$ cat config.mk
export PLATFORM = sky130hd
export DESIGN_NAME = mem_port_arbiter_flat
export DESIGN_NICKNAME = d
export VERILOG_FILES = /design/src/rtl/mem_arb_pkg.sv /design/src/rtl/mem_port_arbiter_if.sv /design/src/rtl/mem_port_arbiter_rr_arb2.sv /design/src/rtl/mem_port_arbiter.sv /design/src/flat_wrapper.sv
export SDC_FILE = /design/constraint.sdc
export NUM_CORES = 1
export LEC_CHECK = 0
export BUFFER_PORTS_ARGS = -buffer_cell sky130_fd_sc_hd__buf_2
export CORE_ASPECT_RATIO = 0.5
export CORE_MARGIN = 8
export CORE_UTILIZATION = 35
export CTS_CLUSTER_DIAMETER = 100
export DETAILED_ROUTE_END_ITERATION = 6
export PLACE_DENSITY_LB_ADDON = 0.25
export SYNTH_ARGS = -nofsm -noshare
export SYNTH_HDL_FRONTEND = slang
export SYNTH_SLANG_ARGS = --single-unit
$ cat constraint.sdc
create_clock -name clk -period 4.8 [get_ports clk]
set_input_delay 0.24 -clock clk [delete_from_list [all_inputs] [get_ports clk]]
set_output_delay 0.24 -clock clk [all_outputs]
set_load 0.03 [all_outputs]
$ cat src/rtl/mem_arb_pkg.sv
// Shared encodings for the fetch/data memory port arbiter.
package mem_arb_pkg;

   typedef enum logic [1:0] {
      IDLE   = 2'd0,
      ACCESS = 2'd1,
      RESP   = 2'd2
   } state_t;

   localparam logic PORT_I = 1'b0;
   localparam logic PORT_D = 1'b1;

endpackage

$ cat src/rtl/mem_port_arbiter_if.sv
// Requester handshakes, memory pins and status for the memory port arbiter.
interface mem_port_arbiter_if #(
   parameter int AW = 32,
   parameter int DW = 32
);
   logic          i_req;
   logic [AW-1:0] i_addr;
   logic          i_ack;
   logic [DW-1:0] i_rdata;
   logic          i_err;
   logic          d_req;
   logic          d_we;
   logic [AW-1:0] d_addr;
   logic [DW-1:0] d_wdata;
   logic          d_ack;
   logic [DW-1:0] d_rdata;
   logic          d_err;
   logic [AW-1:0] mem_a;
   logic          mem_we;
   logic [DW-1:0] mem_wd;
   logic [DW-1:0] mem_rd;
   logic          busy;

   modport slave (
      input  i_req, i_addr, d_req, d_we, d_addr, d_wdata, mem_rd,
      output i_ack, i_rdata, i_err, d_ack, d_rdata, d_err, mem_a, mem_we, mem_wd, busy
   );

   modport master (
      output i_req, i_addr, d_req, d_we, d_addr, d_wdata, mem_rd,
      input  i_ack, i_rdata, i_err, d_ack, d_rdata, d_err, mem_a, mem_we, mem_wd, busy
   );
endinterface

$ cat src/rtl/mem_port_arbiter_rr_arb2.sv
// Two-way round-robin pick: on a tie the port that did not win last time wins.
module rr_arb2
   import mem_arb_pkg::*;
(
   input  logic [1:0] req,
   input  logic       last,
   input  logic [1:0] mask,
   output logic [1:0] gnt
);
   logic [1:0] elig;

   assign elig = req & ~mask;

   always_comb begin
      gnt = elig;
      if (elig == 2'b11)
         gnt = (last == PORT_D) ? 2'b01 : 2'b10;
   end
endmodule

$ cat src/rtl/mem_port_arbiter.sv
// Shares one single-ported word memory between the fetch and data requesters.
module mem_port_arbiter
   import mem_arb_pkg::*;
#(
   parameter int AW = 32,
   parameter int DW = 32
) (
   input logic               clk,
   input logic               rst_n,
   mem_port_arbiter_if.slave bus
);
   state_t        state;
   logic          sel;
   logic          last_grant;
   logic          lat_we;
   logic [1:0]    mask;
   logic [1:0]    gnt;
   logic          win;
   logic          mis;
   logic [AW-1:0] win_addr;

   // The port just acked still holds req high, so keep it out of the RESP pick.
   assign mask = (state != RESP) ? 2'b00 : ((sel == PORT_D) ? 2'b10 : 2'b01);

   rr_arb2 u_arb (
      .req  ({bus.d_req, bus.i_req}),
      .last (last_grant),
      .mask (mask),
      .gnt  (gnt)
   );

   assign win      = gnt[1];
   assign win_addr = win ? bus.d_addr : bus.i_addr;
   assign mis      = |win_addr[1:0];
   assign bus.busy = (state != IDLE);

   always_ff @(posedge clk or negedge rst_n) begin
      if (!rst_n) begin
         state       <= IDLE;
         sel         <= PORT_I;
         last_grant  <= PORT_D;
         lat_we      <= 1'b0;
         bus.mem_a   <= '0;
         bus.mem_we  <= 1'b0;
         bus.mem_wd  <= '0;
         bus.i_ack   <= 1'b0;
         bus.i_err   <= 1'b0;
         bus.i_rdata <= '0;
         bus.d_ack   <= 1'b0;
         bus.d_err   <= 1'b0;
         bus.d_rdata <= '0;
      end else begin
         bus.i_ack  <= 1'b0;
         bus.d_ack  <= 1'b0;
         bus.i_err  <= 1'b0;
         bus.d_err  <= 1'b0;
         bus.mem_we <= 1'b0;
         case (state)
            IDLE, RESP: begin
               if (state == RESP)
                  last_grant <= sel;
               if (|gnt) begin
                  // mem_a/mem_wd double as the latched address/write data.
                  sel        <= win;
                  bus.mem_a  <= win_addr;
                  bus.mem_wd <= win ? bus.d_wdata : '0;
                  lat_we     <= win & bus.d_we;
                  if (mis) begin
                     state <= RESP;
                     if (win == PORT_D) begin
                        bus.d_ack   <= 1'b1;
                        bus.d_err   <= 1'b1;
                        bus.d_rdata <= '0;
                     end else begin
                        bus.i_ack   <= 1'b1;
                        bus.i_err   <= 1'b1;
                        bus.i_rdata <= '0;
                     end
                  end else begin
                     state      <= ACCESS;
                     bus.mem_we <= win & bus.d_we;
                  end
               end else begin
                  state <= IDLE;
               end
            end
            ACCESS: begin
               state <= RESP;
               if (sel == PORT_D) begin
                  bus.d_ack   <= 1'b1;
                  bus.d_rdata <= lat_we ? '0 : bus.mem_rd;
               end else begin
                  bus.i_ack   <= 1'b1;
                  bus.i_rdata <= bus.mem_rd;
               end
            end
            default: state <= IDLE;
         endcase
      end
   end
endmodule
$ cat src/flat_wrapper.sv
// flat-port wrapper written by rule: the top's interface ports become plain ports
module mem_port_arbiter_flat import mem_arb_pkg::*;
#(
   parameter int AW = 32,
   parameter int DW = 32
)
  (clk, rst_n, bus_i_req, bus_i_addr, bus_d_req, bus_d_we, bus_d_addr, bus_d_wdata, bus_mem_rd, bus_i_ack, bus_i_rdata, bus_i_err, bus_d_ack, bus_d_rdata, bus_d_err, bus_mem_a, bus_mem_we, bus_mem_wd, bus_busy);
  mem_port_arbiter_if #(.AW(AW), .DW(DW)) bus_i ();
  input logic clk;
  input logic rst_n;
  input wire logic [$bits(bus_i.i_req)-1:0] bus_i_req;
  input wire logic [$bits(bus_i.i_addr)-1:0] bus_i_addr;
  input wire logic [$bits(bus_i.d_req)-1:0] bus_d_req;
  input wire logic [$bits(bus_i.d_we)-1:0] bus_d_we;
  input wire logic [$bits(bus_i.d_addr)-1:0] bus_d_addr;
  input wire logic [$bits(bus_i.d_wdata)-1:0] bus_d_wdata;
  input wire logic [$bits(bus_i.mem_rd)-1:0] bus_mem_rd;
  output wire logic [$bits(bus_i.i_ack)-1:0] bus_i_ack;
  output wire logic [$bits(bus_i.i_rdata)-1:0] bus_i_rdata;
  output wire logic [$bits(bus_i.i_err)-1:0] bus_i_err;
  output wire logic [$bits(bus_i.d_ack)-1:0] bus_d_ack;
  output wire logic [$bits(bus_i.d_rdata)-1:0] bus_d_rdata;
  output wire logic [$bits(bus_i.d_err)-1:0] bus_d_err;
  output wire logic [$bits(bus_i.mem_a)-1:0] bus_mem_a;
  output wire logic [$bits(bus_i.mem_we)-1:0] bus_mem_we;
  output wire logic [$bits(bus_i.mem_wd)-1:0] bus_mem_wd;
  output wire logic [$bits(bus_i.busy)-1:0] bus_busy;
  assign bus_i.i_req = bus_i_req;
  assign bus_i.i_addr = bus_i_addr;
  assign bus_i.d_req = bus_d_req;
  assign bus_i.d_we = bus_d_we;
  assign bus_i.d_addr = bus_d_addr;
  assign bus_i.d_wdata = bus_d_wdata;
  assign bus_i.mem_rd = bus_mem_rd;
  assign bus_i_ack = bus_i.i_ack;
  assign bus_i_rdata = bus_i.i_rdata;
  assign bus_i_err = bus_i.i_err;
  assign bus_d_ack = bus_i.d_ack;
  assign bus_d_rdata = bus_i.d_rdata;
  assign bus_d_err = bus_i.d_err;
  assign bus_mem_a = bus_i.mem_a;
  assign bus_mem_we = bus_i.mem_we;
  assign bus_mem_wd = bus_i.mem_wd;
  assign bus_busy = bus_i.busy;
  mem_port_arbiter #(.AW(AW), .DW(DW)) u_core (.clk(clk), .rst_n(rst_n), .bus(bus_i));
endmodule
==> impl_metrics.csv, run 1 <==
group,metric,value,unit
critical_path,r2r-end,"u_core.bus.i_rdata[31]$_DFFE_PN0P_",
pwr,p_sw,2.14,mW
critical_path,crit_path_start_kind,"flop",
pwr,seqPwrFrac,0.332,
detailed_routing,drtAntennaViolNets,0,
yosys,yosys_register_bits,138,
clocking,clockRootBuffer,"clkbuf_16",
clocking,cts_buffer_depth,2,
placement,dpl.hpwl,12.1,mm
sta,period_needed,2.62,ns
detailed_routing,drt_wl_total,16.7,mm
pwr,netSwitchingFraction,0.407,
clocking,clkTransAtPathRegs,0.06,ns
clocking,clkLatencyLatePin,0.40,ns
clocking,post-cts-setup-buffer-count,0,
die,top_level_ports,267,
clocking,cts_hold_buffers,1,
critical_path,crit_arrival,2.85,ns
grt,grt_antenna_before_repair,0,
sta,maxSlewHeadroom,0.153,
layout,drive_above_1_share,0.432,
critical_path,reg2reg_depth,4,
sta,max_freq,381,MHz
yosys,synth.distinct_cells,34,
clocking,cts_buffers,17,
placement,place.gp.congestion,0.749,
detailed_routing,drt_iter0_markers,190,
layout,diodes,0,
clocking,h-tree-depth,4,
critical_path,regToRegSetupSlack,2.18,ns
yosys,ys.warnings.count,0,
detailed_routing,via_count,4617,
pwr,p_int,3.11,mW
pwr,vdd_ir_drop_max,0.318,mV
clocking,cts_resized,0,
die,initial_utilization,0.362,
pwr,clkPwrFrac,0.277,
grt,grt_pass1_wl,26.8,mm
yosys,synthCells,474,
sta,setup_tns,0,ns
grt,grt_max_degree,99,
critical_path,critPathLaunch,"u_core.state[1]$_DFF_PN0_",
yosys,syn-mean-instance-area,11.9,um2
yosys,syn_area,0.00566,mm2
pwr,combPwrFrac,0.391,
die,die_area,0.0207,mm2
die,die_w,196,um
layout,fillerInstances,1467,
critical_path,critPathMaxFanout,33,
detailed_routing,firstDrtPassIters,4,
sta,rsz0062_at_grt,"no",
sta,fin_crit_sh,0.547,
critical_path,required,5.02,ns
outcome,status,"finished clean",
detailed_routing,drc,0,
detailed_routing,wire_per_inst,17.7,um
layout,syn2layout_area_growth,37.0,%
sta,slew_violations,0,
critical_path,crit_end,"u_core.bus.i_rdata[31]$_DFFE_PN0P_",
hold_path,hold_path_class,"in -> reg",
layout,finalNetCount,858,
grt,grt_pass1_vias,5004,
clocking,cts_tree,"yes",
die,die_y,106,um
sta,hold_viol_final,0,
sta,setup_viol,0,
pwr,power.leakage,4.09,nW
critical_path,rr_startpoint,"u_core.state[1]$_DFF_PN0_",
grt,grt-ovfl-total,0,
yosys,yosysSeqAreaShare,0.610,
sta,fin_worst_skew,0.00592,ns
detailed_routing,vias_per_cell,4.90,
critical_path,end_kind,"flop",
layout,post-route-util,0.496,
pwr,cellPowerDensity,677,mW/mm2
die,rows,32,
job,maxCapViolCount,0,
grt,grt_usage,0.158,
sta,worstMarginPinSlew,1.27,ns
placement,port_buffers,266,
critical_path,crit_type,"reg -> reg",
layout,final_common_cell,"buf_2",
yosys,syn-num-nets,607,
die,coreArea,0.0156,mm2
clocking,cts.sink_count,138,
layout,layout_common_cells,"buf_2 (265), dfrtp_1 (137), nand2_1 (97), mux2i_1 (33), a22o_1 (33)",
synth_stat cells:
master / instances / share of area
a2111oi_4: 1 / 0.0049
a211o_1: 1 / 0.0015
a21bo_4: 1 / 0.0029
a21boi_2: 1 / 0.0020
a21o_1: 1 / 0.0013
a21oi_1: 2 / 0.0018
a22o_1: 33 / 0.051
a32o_1: 32 / 0.057
and2_1: 1 / 0.0011
buf_2: 13 / 0.011
buf_4: 7 / 0.0093
buf_6: 8 / 0.016
clkbuf_1: 14 / 0.0093
clkbuf_2: 2 / 0.0018
dfrtp_1: 137 / 0.61
dfstp_2: 1 / 0.0046
inv_1: 4 / 0.0027
mux2i_1: 33 / 0.058
nand2_1: 97 / 0.064
nand2b_1: 1 / 0.0011
nand3b_1: 2 / 0.0027
nor2_1: 6 / 0.0040
nor2b_1: 2 / 0.0022
nor3b_1: 1 / 0.0013
nor3b_4: 1 / 0.0033
nor4b_4: 1 / 0.0042
nor4bb_1: 1 / 0.0018
o21ai_0: 26 / 0.023
o21ai_1: 8 / 0.0071
o221a_2: 1 / 0.0020
o22ai_1: 32 / 0.035
o2bb2ai_2: 1 / 0.0027
o311ai_1: 1 / 0.0015
or2_2: 1 / 0.0011
worst max-delay path: stages, from the launching register on:
cell and delay [ns]:
dfrtp_1 0.47, a21bo_4 0.29, a2111oi_4 0.40, and2_1 1.04
o22ai_1 0.23
flip-flops by register name, indices dropped and copies added (netlist names), 2 cells and up:
register / count
u_core.bus.d_rdata: 32
u_core.bus.i_rdata: 32
u_core.bus.mem_a: 32
u_core.bus.mem_wd: 32
u_core.state: 2
how the worst min path moves through the flow:
| stage | start | endpoint | slack [ns] | depth (start not counted) |
|---|---|---|---|---|
| 5_1_grt | bus_d_wdata[1] | u_core.bus.mem_wd[1]$_DFFE_PN0P_ | 0.03 | 2 |
| 3_5_place_dp | rst_n | u_core.bus.mem_a[15]$_DFFE_PN0P_ | 0.41 | 1 |
| 6_report | bus_d_wdata[15] | u_core.bus.mem_wd[15]$_DFFE_PN0P_ | 0.05 | 2 |
| 4_1_cts | bus_d_wdata[15] | u_core.bus.mem_wd[15]$_DFFE_PN0P_ | 0.03 | 2 |
| 3_3_place_gp | rst_n | u_core.bus.mem_a[15]$_DFFE_PN0P_ | 0.40 | 1 |
| 2_1_floorplan | rst_n | u_core.bus.d_ack$_DFF_PN0_ | -0.06 | 0 |
area by class of cell:
class	count	area, um2	area share
Clock buffer	21	470	0.0607
Clock inverter	11	191	0.0247
Inverter	4	15.0	0.00194
Multi-Input combinational cell	288	1950	0.251
Sequential cell	138	3450	0.446
Tap cell	204	255	0.0329
Timing Repair Buffer	276	1420	0.183
kinds of logic after synthesis:
logic type,count (synthesis),synth area share
compound gates,141,0.194
buf+inv,48,0.0504
mux,33,0.0584
simple gates,114,0.0871
flops,138,0.610
power by group through the flow:
stage                     logic (mW)  registers, mW  clock network, mW
after floorplan                0.789           2.43                  0
after CTS                       2.09           1.74               1.49
after global placement          2.06           1.76                  0
after global routing            2.20           1.79               1.55
after detailed placement        2.09           1.75                  0
final                           2.05           1.74               1.45
per-layer routing:
metal | GRT usage | share of wire | up-vias
met2 | 0.276 | 0.51 | 122
met4 | 0.0344 | 0.0053 | 0
met5 | 0 | 0 | -
li1 | - | - | 2223
met1 | 0.190 | 0.42 | 2267
met3 | 0.0503 | 0.060 | 5
through the flow:
stage	cells	setup slack, ns	power, mW	instance area, um2	hold slack (ns)
2_1_floorplan	474	3.10	3.21	5660	-0.0556
3_3_place_gp	909	2.29	3.82	7080	0.401
6_report	942	2.18	5.25	7750	0.0503
4_1_cts	942	2.18	5.32	7750	0.0325
5_1_grt	942	1.99	5.54	7750	0.0301
3_5_place_dp	909	2.20	3.84	7080	0.407
Note: power is estimated with default switching activity, not from simulation.
==> run 2: changes to the inputs <==
- clock period: 4.8 -> 2.74 ns (I/O delays scaled with it)
==> impl_metrics.csv, run 2 (synthesis gave the netlist of run 1 again) <==
group,metric,value,unit
outcome,status,"finished clean",
detailed_routing,vias_per_cell,4.98,
grt,grt_pass1_wl,29.2,mm
pwr,power.leakage,4.35,nW
layout,final_common_cell,"buf_2",
grt,grt_pass1_vias,5465,
clocking,cts_buffers,17,
placement,place.gp.congestion,0.737,
detailed_routing,firstDrtPassIters,4,
job,maxCapViolCount,0,
die,die_w,196,um
clocking,cts_buffer_depth,2,
critical_path,end_kind,"flop",
layout,layout_common_cells,"buf_2 (265), dfrtp_1 (137), nand2_1 (97), dlygate4sd3_1 (64)",
layout,fillerInstances,1401,
pwr,cellPowerDensity,1080,mW/mm2
sta,fin_worst_skew,0.0112,ns
die,coreArea,0.0156,mm2
critical_path,path_cells,"nor2b_1, o311ai_4, buf_4, mux2i_1, dlygate4sd3_1, o21ai_1",
clocking,clkTransAtPathRegs,0.07,ns
critical_path,crit_type,"reg -> reg",
placement,port_buffers,266,
die,die_area,0.0207,mm2
critical_path,path_depth,6,
critical_path,crit_path_start_kind,"flop",
sta,setup_tns,0,ns
critical_path,path_delay_family,"buffers and inverters",
critical_path,path_buf_inv,2,
hold_path,min_path_cells,2,
detailed_routing,wire_per_inst,17.9,um
clocking,clockRootBuffer,"clkbuf_16",
detailed_routing,drc,0,
pwr,total_power,8.98,mW
die,rows,32,
grt,grt_antenna_before_repair,0,
clocking,cts_tree,"yes",
layout,diodes,0,
sta,hold_viol_final,0,
layout,syn2layout_area_growth,47.3,%
sta,setup_viol,0,
sta,maxSlewHeadroom,0.541,
die,top_level_ports,267,
sta,slew_violations,0,
critical_path,reg2reg_depth,6,
clocking,cts.sink_count,138,
sta,max_freq,400,MHz
layout,drive_above_1_share,0.403,
detailed_routing,drt_iter0_markers,190,
critical_path,crit_arrival,2.80,ns
clocking,h-tree-depth,4,
sta,fin_crit_sh,0.912,
critical_path,max_stage_delay,0.67,ns
die,initial_utilization,0.362,
sta,period_needed,2.50,ns
clocking,clkLatencyLatePin,0.41,ns
grt,grt_max_degree,70,
layout,finalNetCount,926,
clocking,cts_resized,0,
detailed_routing,via_count,5032,
detailed_routing,drtAntennaViolNets,0,
detailed_routing,drt_wl_total,18.0,mm
sta,worstMarginPinSlew,0.689,ns
critical_path,cp_slowest_cell,"dfrtp_1",
hold_path,hold_path_class,"in -> reg",
critical_path,critPathMaxFanout,20,
grt,grt_usage,0.173,
pwr,vdd_ir_drop_max,0.549,mV
placement,dpl.hpwl,12.2,mm
sta,rsz0062_at_grt,"no",
die,die_y,106,um
grt,grt-ovfl-total,0,
critical_path,required,3.04,ns
-- run 2: cell count changes in the layout (fill, tap and decap cells not counted), moves of 2 or more --
cell	change
clkbuf_8	-3
inv_8	+3
bufinv_16	-5
dlygate4sd3_1	+63
buf_4	+3
inv_6	+6
buf_12	+2
-- run 2: metrics by stage --
step	std cells	hold slack [ns]	instance area, um2	utilization	setup WS, ns
6_report	1010	0.0105	8340	0.534	0.240
5_1_grt	1010	0.0137	8340	0.534	0.0718
4_1_cts	1010	0.00166	8340	0.534	0.254
3_5_place_dp	914	0.181	7140	0.457	0.637
3_3_place_gp	914	0.179	7140	0.457	0.710
2_1_floorplan	474	-0.159	5660	-	1.04
-- run 2: final cells by class --
class / count / area [um2] / area share
Multi-Input combinational cell: 288 / 1950 / 0.234
Clock inverter: 15 / 129 / 0.0155
Inverter: 4 / 15.0 / 0.00180
Timing Repair Buffer: 344 / 2110 / 0.253
Sequential cell: 138 / 3450 / 0.414
Tap cell: 204 / 255 / 0.0306
Clock buffer: 17 / 425 / 0.0510
-- run 2: routing by layer --
layer  up-vias  part of all wire  GRT usage
met3        12             0.066     0.0453
li1       2368                 -          -
met1      2464              0.39      0.196
met5         -                 0          0
met4         0            0.0096     0.0527
met2       188              0.53      0.317
-- run 2: power breakdown --
part / switching (mW) / internal, mW
registers: 0.393 / 2.68
clock network: 0.966 / 1.19
logic: 2.56 / 1.19
total: 3.92 / 5.06
-- run 2: what timing repair did --
action	4_1_cts	5_1_grt
hold endpoints to repair	145	0
setup buffers	0	0
hold buffers	64	0
setup endpoints to repair	0	0
-- run 2: final timing paths --
path                                                           end                              from  slack [ns]
worst min-delay path            u_core.bus.d_rdata[27]$_DFFE_PN0P_                    bus_mem_rd[27]        0.01
worst max-delay path              u_core.bus.mem_a[19]$_DFFE_PN0P_         u_core.state[0]$_DFF_PN0_        0.24
worst max register to register    u_core.bus.mem_a[19]$_DFFE_PN0P_         u_core.state[0]$_DFF_PN0_        0.24
max in group asynchronous       u_core.bus.d_rdata[29]$_DFFE_PN0P_                             rst_n        1.48
min in group asynchronous         u_core.bus.mem_a[19]$_DFFE_PN0P_                             rst_n        0.30
worst min register to register    u_core.bus.mem_a[12]$_DFFE_PN0P_  u_core.bus.mem_a[12]$_DFFE_PN0P_        0.47
-- run 2: worst register-to-register path: cells and delay by family, from the launching register on --
kind / cells / cell delay (ns)
multiplexers: 1 / 0.24
flip-flops: 1 / 0.67
AO/OA/AOI/OAI: 2 / 0.36
buffers and inverters: 2 / 0.95
AND/OR/NAND/NOR: 1 / 0.17
==> run 3: changes to the inputs <==
- ABC_AREA: default -> 1
==> impl_metrics.csv, run 3 <==
group,metric,value,unit
grt,grt-ovfl-total,0,
layout,post-route-util,0.534,
detailed_routing,drt_wl_total,21.2,mm
job,maxCapViolCount,0,
layout,syn2layout_area_growth,48.2,%
placement,dp.cells,1102,
yosys,synth.top_cell.area_share,0.577,
sta,worstMarginPinSlew,1.09,ns
detailed_routing,firstDrtPassIters,5,
layout,final_common_cell,"buf_2",
critical_path,crit_arrival,2.50,ns
die,initial_utilization,0.360,
sta,period_needed,2.21,ns
sta,max_freq,452,MHz
clocking,clkLatencyLatePin,0.41,ns
clocking,cts_resized,0,
grt,grt_antenna_before_repair,0,
yosys,synthMuxAreaShare,0,
clocking,clockRootBuffer,"clkbuf_16",
critical_path,critPathMaxFanout,35,
placement,dpl.hpwl,14.2,mm
clocking,h-tree-depth,4,
sta,slew_violations,0,
layout,fillerInstances,1503,
die,coreArea,0.0165,mm2
layout,layout.cells.non_filler,1207,
sta,hold_slack,0.0124,ns
sta,layout_setup_ws,0.529,ns
clocking,cts.sink_count,138,
critical_path,cp_slowest_cell,"dfrtp_1",
critical_path,required,3.03,ns
yosys,async_reset_ff_frac,1.00,
sta,maxSlewHeadroom,0.270,
layout,layout_common_cells,"buf_2 (265), nand2_1 (171), dfrtp_1 (137), dlygate4sd3_1 (73), nand3_1 (66)",
critical_path,path_buf_inv,2,
grt,grt_usage,0.194,
clocking,cts_hold_buffers,73,
detailed_routing,wire_per_inst,17.6,um
yosys,synth.area.top_cells,"dfrtp_1 (58%), nand2_1 (11%), nand3_1 (5.6%)",
yosys,synth_compound_area_frac,0.102,
placement,place.gp.congestion,0.791,
yosys,yosysSeqAreaShare,0.582,
die,top_level_ports,267,
clocking,cts_tree,"yes",
yosys,synth_common_cells,"nand2_1 (171), dfrtp_1 (137), nand3_1 (66), nor2_1 (65), o21ai_0 (35)",
sta,fin_crit_sh,0.807,
die,die_w,200,um
detailed_routing,via_count,5850,
yosys,yosys_register_bits,138,
yosys,synthCells,647,
critical_path,path_delay_family,"simple AND/OR/NAND/NOR gates",
outcome,status,"finished clean",
yosys,synth_adder_area_share,0,
clocking,clkTransAtPathRegs,0.06,ns
layout,multi_input_area,0.00217,mm2
yosys,synth_top_family_by_area,"simple AND/OR/NAND/NOR gates",
critical_path,end_kind,"flop",
grt,grt_max_degree,57,
clocking,cts_buffer_depth,2,
sta,hold_viol_final,0,
placement,placed_cell_area,0.00742,mm2
die,die_y,108,um
die,die_area,0.0216,mm2
pwr,total_power,10.3,mW
sta,setup_viol,0,
pwr,vdd_ir_drop_max,0.667,mV
layout,diodes,0,
yosys,synth.distinct_cells,26,
grt,grt_pass1_wl,34.3,mm
hold_path,hold_path_class,"in -> reg",
pwr,power.leakage,4.84,nW
yosys,synthXorXnorAreaFrac,0,
clocking,cts_buffers,17,
detailed_routing,drtAntennaViolNets,0,
layout,regArea,0.00345,mm2
placement,port_buffers,266,
yosys,yosysMostFrequentCell,"nand2_1",
layout,finalNetCount,1100,
yosys,yosys.area.top_type,"dfrtp_1",
critical_path,crit_path_start_kind,"flop",
yosys,syn_area,0.00594,mm2
detailed_routing,vias_per_cell,4.85,
yosys,syn-num-nets,780,
critical_path,path_cells,"inv_4, nand3_2, nand2_2, inv_2, nand2_4, nand2_1, nand2_2, nand2_4, nand2_8, nand2_4, nand2_1, nand2_1",
layout,final_area,0.00880,mm2
placement,dp_slack,0.514,ns
yosys,synth_edf_count,0,
sta,fin_worst_skew,0.00679,ns
sta,rsz0062_at_grt,"no",
yosys,synthFlopType,"dfrtp_1",
layout,drive_above_1_share,0.337,
detailed_routing,drt_iter0_markers,313,
detailed_routing,drc,0,
clocking,post-cts-setup-buffer-count,0,
grt,grt_pass1_vias,6410,
die,rows,33,
yosys,synth_simple_gate_area_share,0.264,
pwr,cellPowerDensity,1170,mW/mm2
critical_path,crit_type,"reg -> reg",
yosys,syn-mean-instance-area,9.18,um2
critical_path,max_stage_delay,0.41,ns
yosys,ys.warnings.count,0,
sta,setup_tns,0,ns
run 3: per-layer routing:
| metal | part of all wire | GRT usage |
|---|---|---|
| met5 | 0 | 0 |
| met4 | 0.016 | 0.0626 |
| met1 | 0.43 | 0.240 |
| met2 | 0.50 | 0.335 |
| met3 | 0.057 | 0.0477 |
run 3: area by class of cell:
class / count / share of cell area
well taps: 227 / 0.0323
multi-input cells: 445 / 0.247
clock buffers: 18 / 0.0499
inverters: 14 / 0.00626
clock inverters: 14 / 0.0239
flip-flops and latches: 138 / 0.393
repair buffers: 351 / 0.248
run 3: final timing paths:
| path | startpoint | endpoint | slack [ns] | depth (start not counted) |
|---|---|---|---|---|
| hold reg to reg | u_core.last_grant$_DFFE_PN1P_ | u_core.last_grant$_DFFE_PN1P_ | 0.48 | 2 |
| setup reg to reg | u_core.state[0]$_DFF_PN0_ | u_core.bus.d_rdata[6]$_DFFE_PN0P_ | 0.53 | 12 |
| min in group asynchronous | rst_n | u_core.bus.mem_wd[4]$_DFFE_PN0P_ | 0.26 | 2 |
| hold / removal | bus_mem_rd[24] | u_core.bus.i_rdata[24]$_DFFE_PN0P_ | 0.01 | 3 |
| max in group asynchronous | rst_n | u_core.bus.mem_a[28]$_DFFE_PN0P_ | 1.68 | 3 |
| setup / recovery | u_core.state[0]$_DFF_PN0_ | u_core.bus.d_rdata[6]$_DFFE_PN0P_ | 0.53 | 12 |
run 3: tightest hold or removal path, delay by kind of cell:
family | cells | cell delay (ns)
buf+inv | 1 | 0.11
simple gates | 2 | 0.13
run 3: kinds of logic after synthesis:
| logic type | after synthesis |
|---|---|
| buffers and inverters | 64 |
| DFF | 138 |
| AOI/OAI and AO/OA | 97 |
| and+or+nand+nor | 348 |
run 3: power by group:
part	internal [mW]	switching, mW	total (mW)
combinational	1.26	3.33	4.58
sequential	2.76	0.417	3.18
clock	1.58	0.952	2.53
total	5.60	4.70	10.3
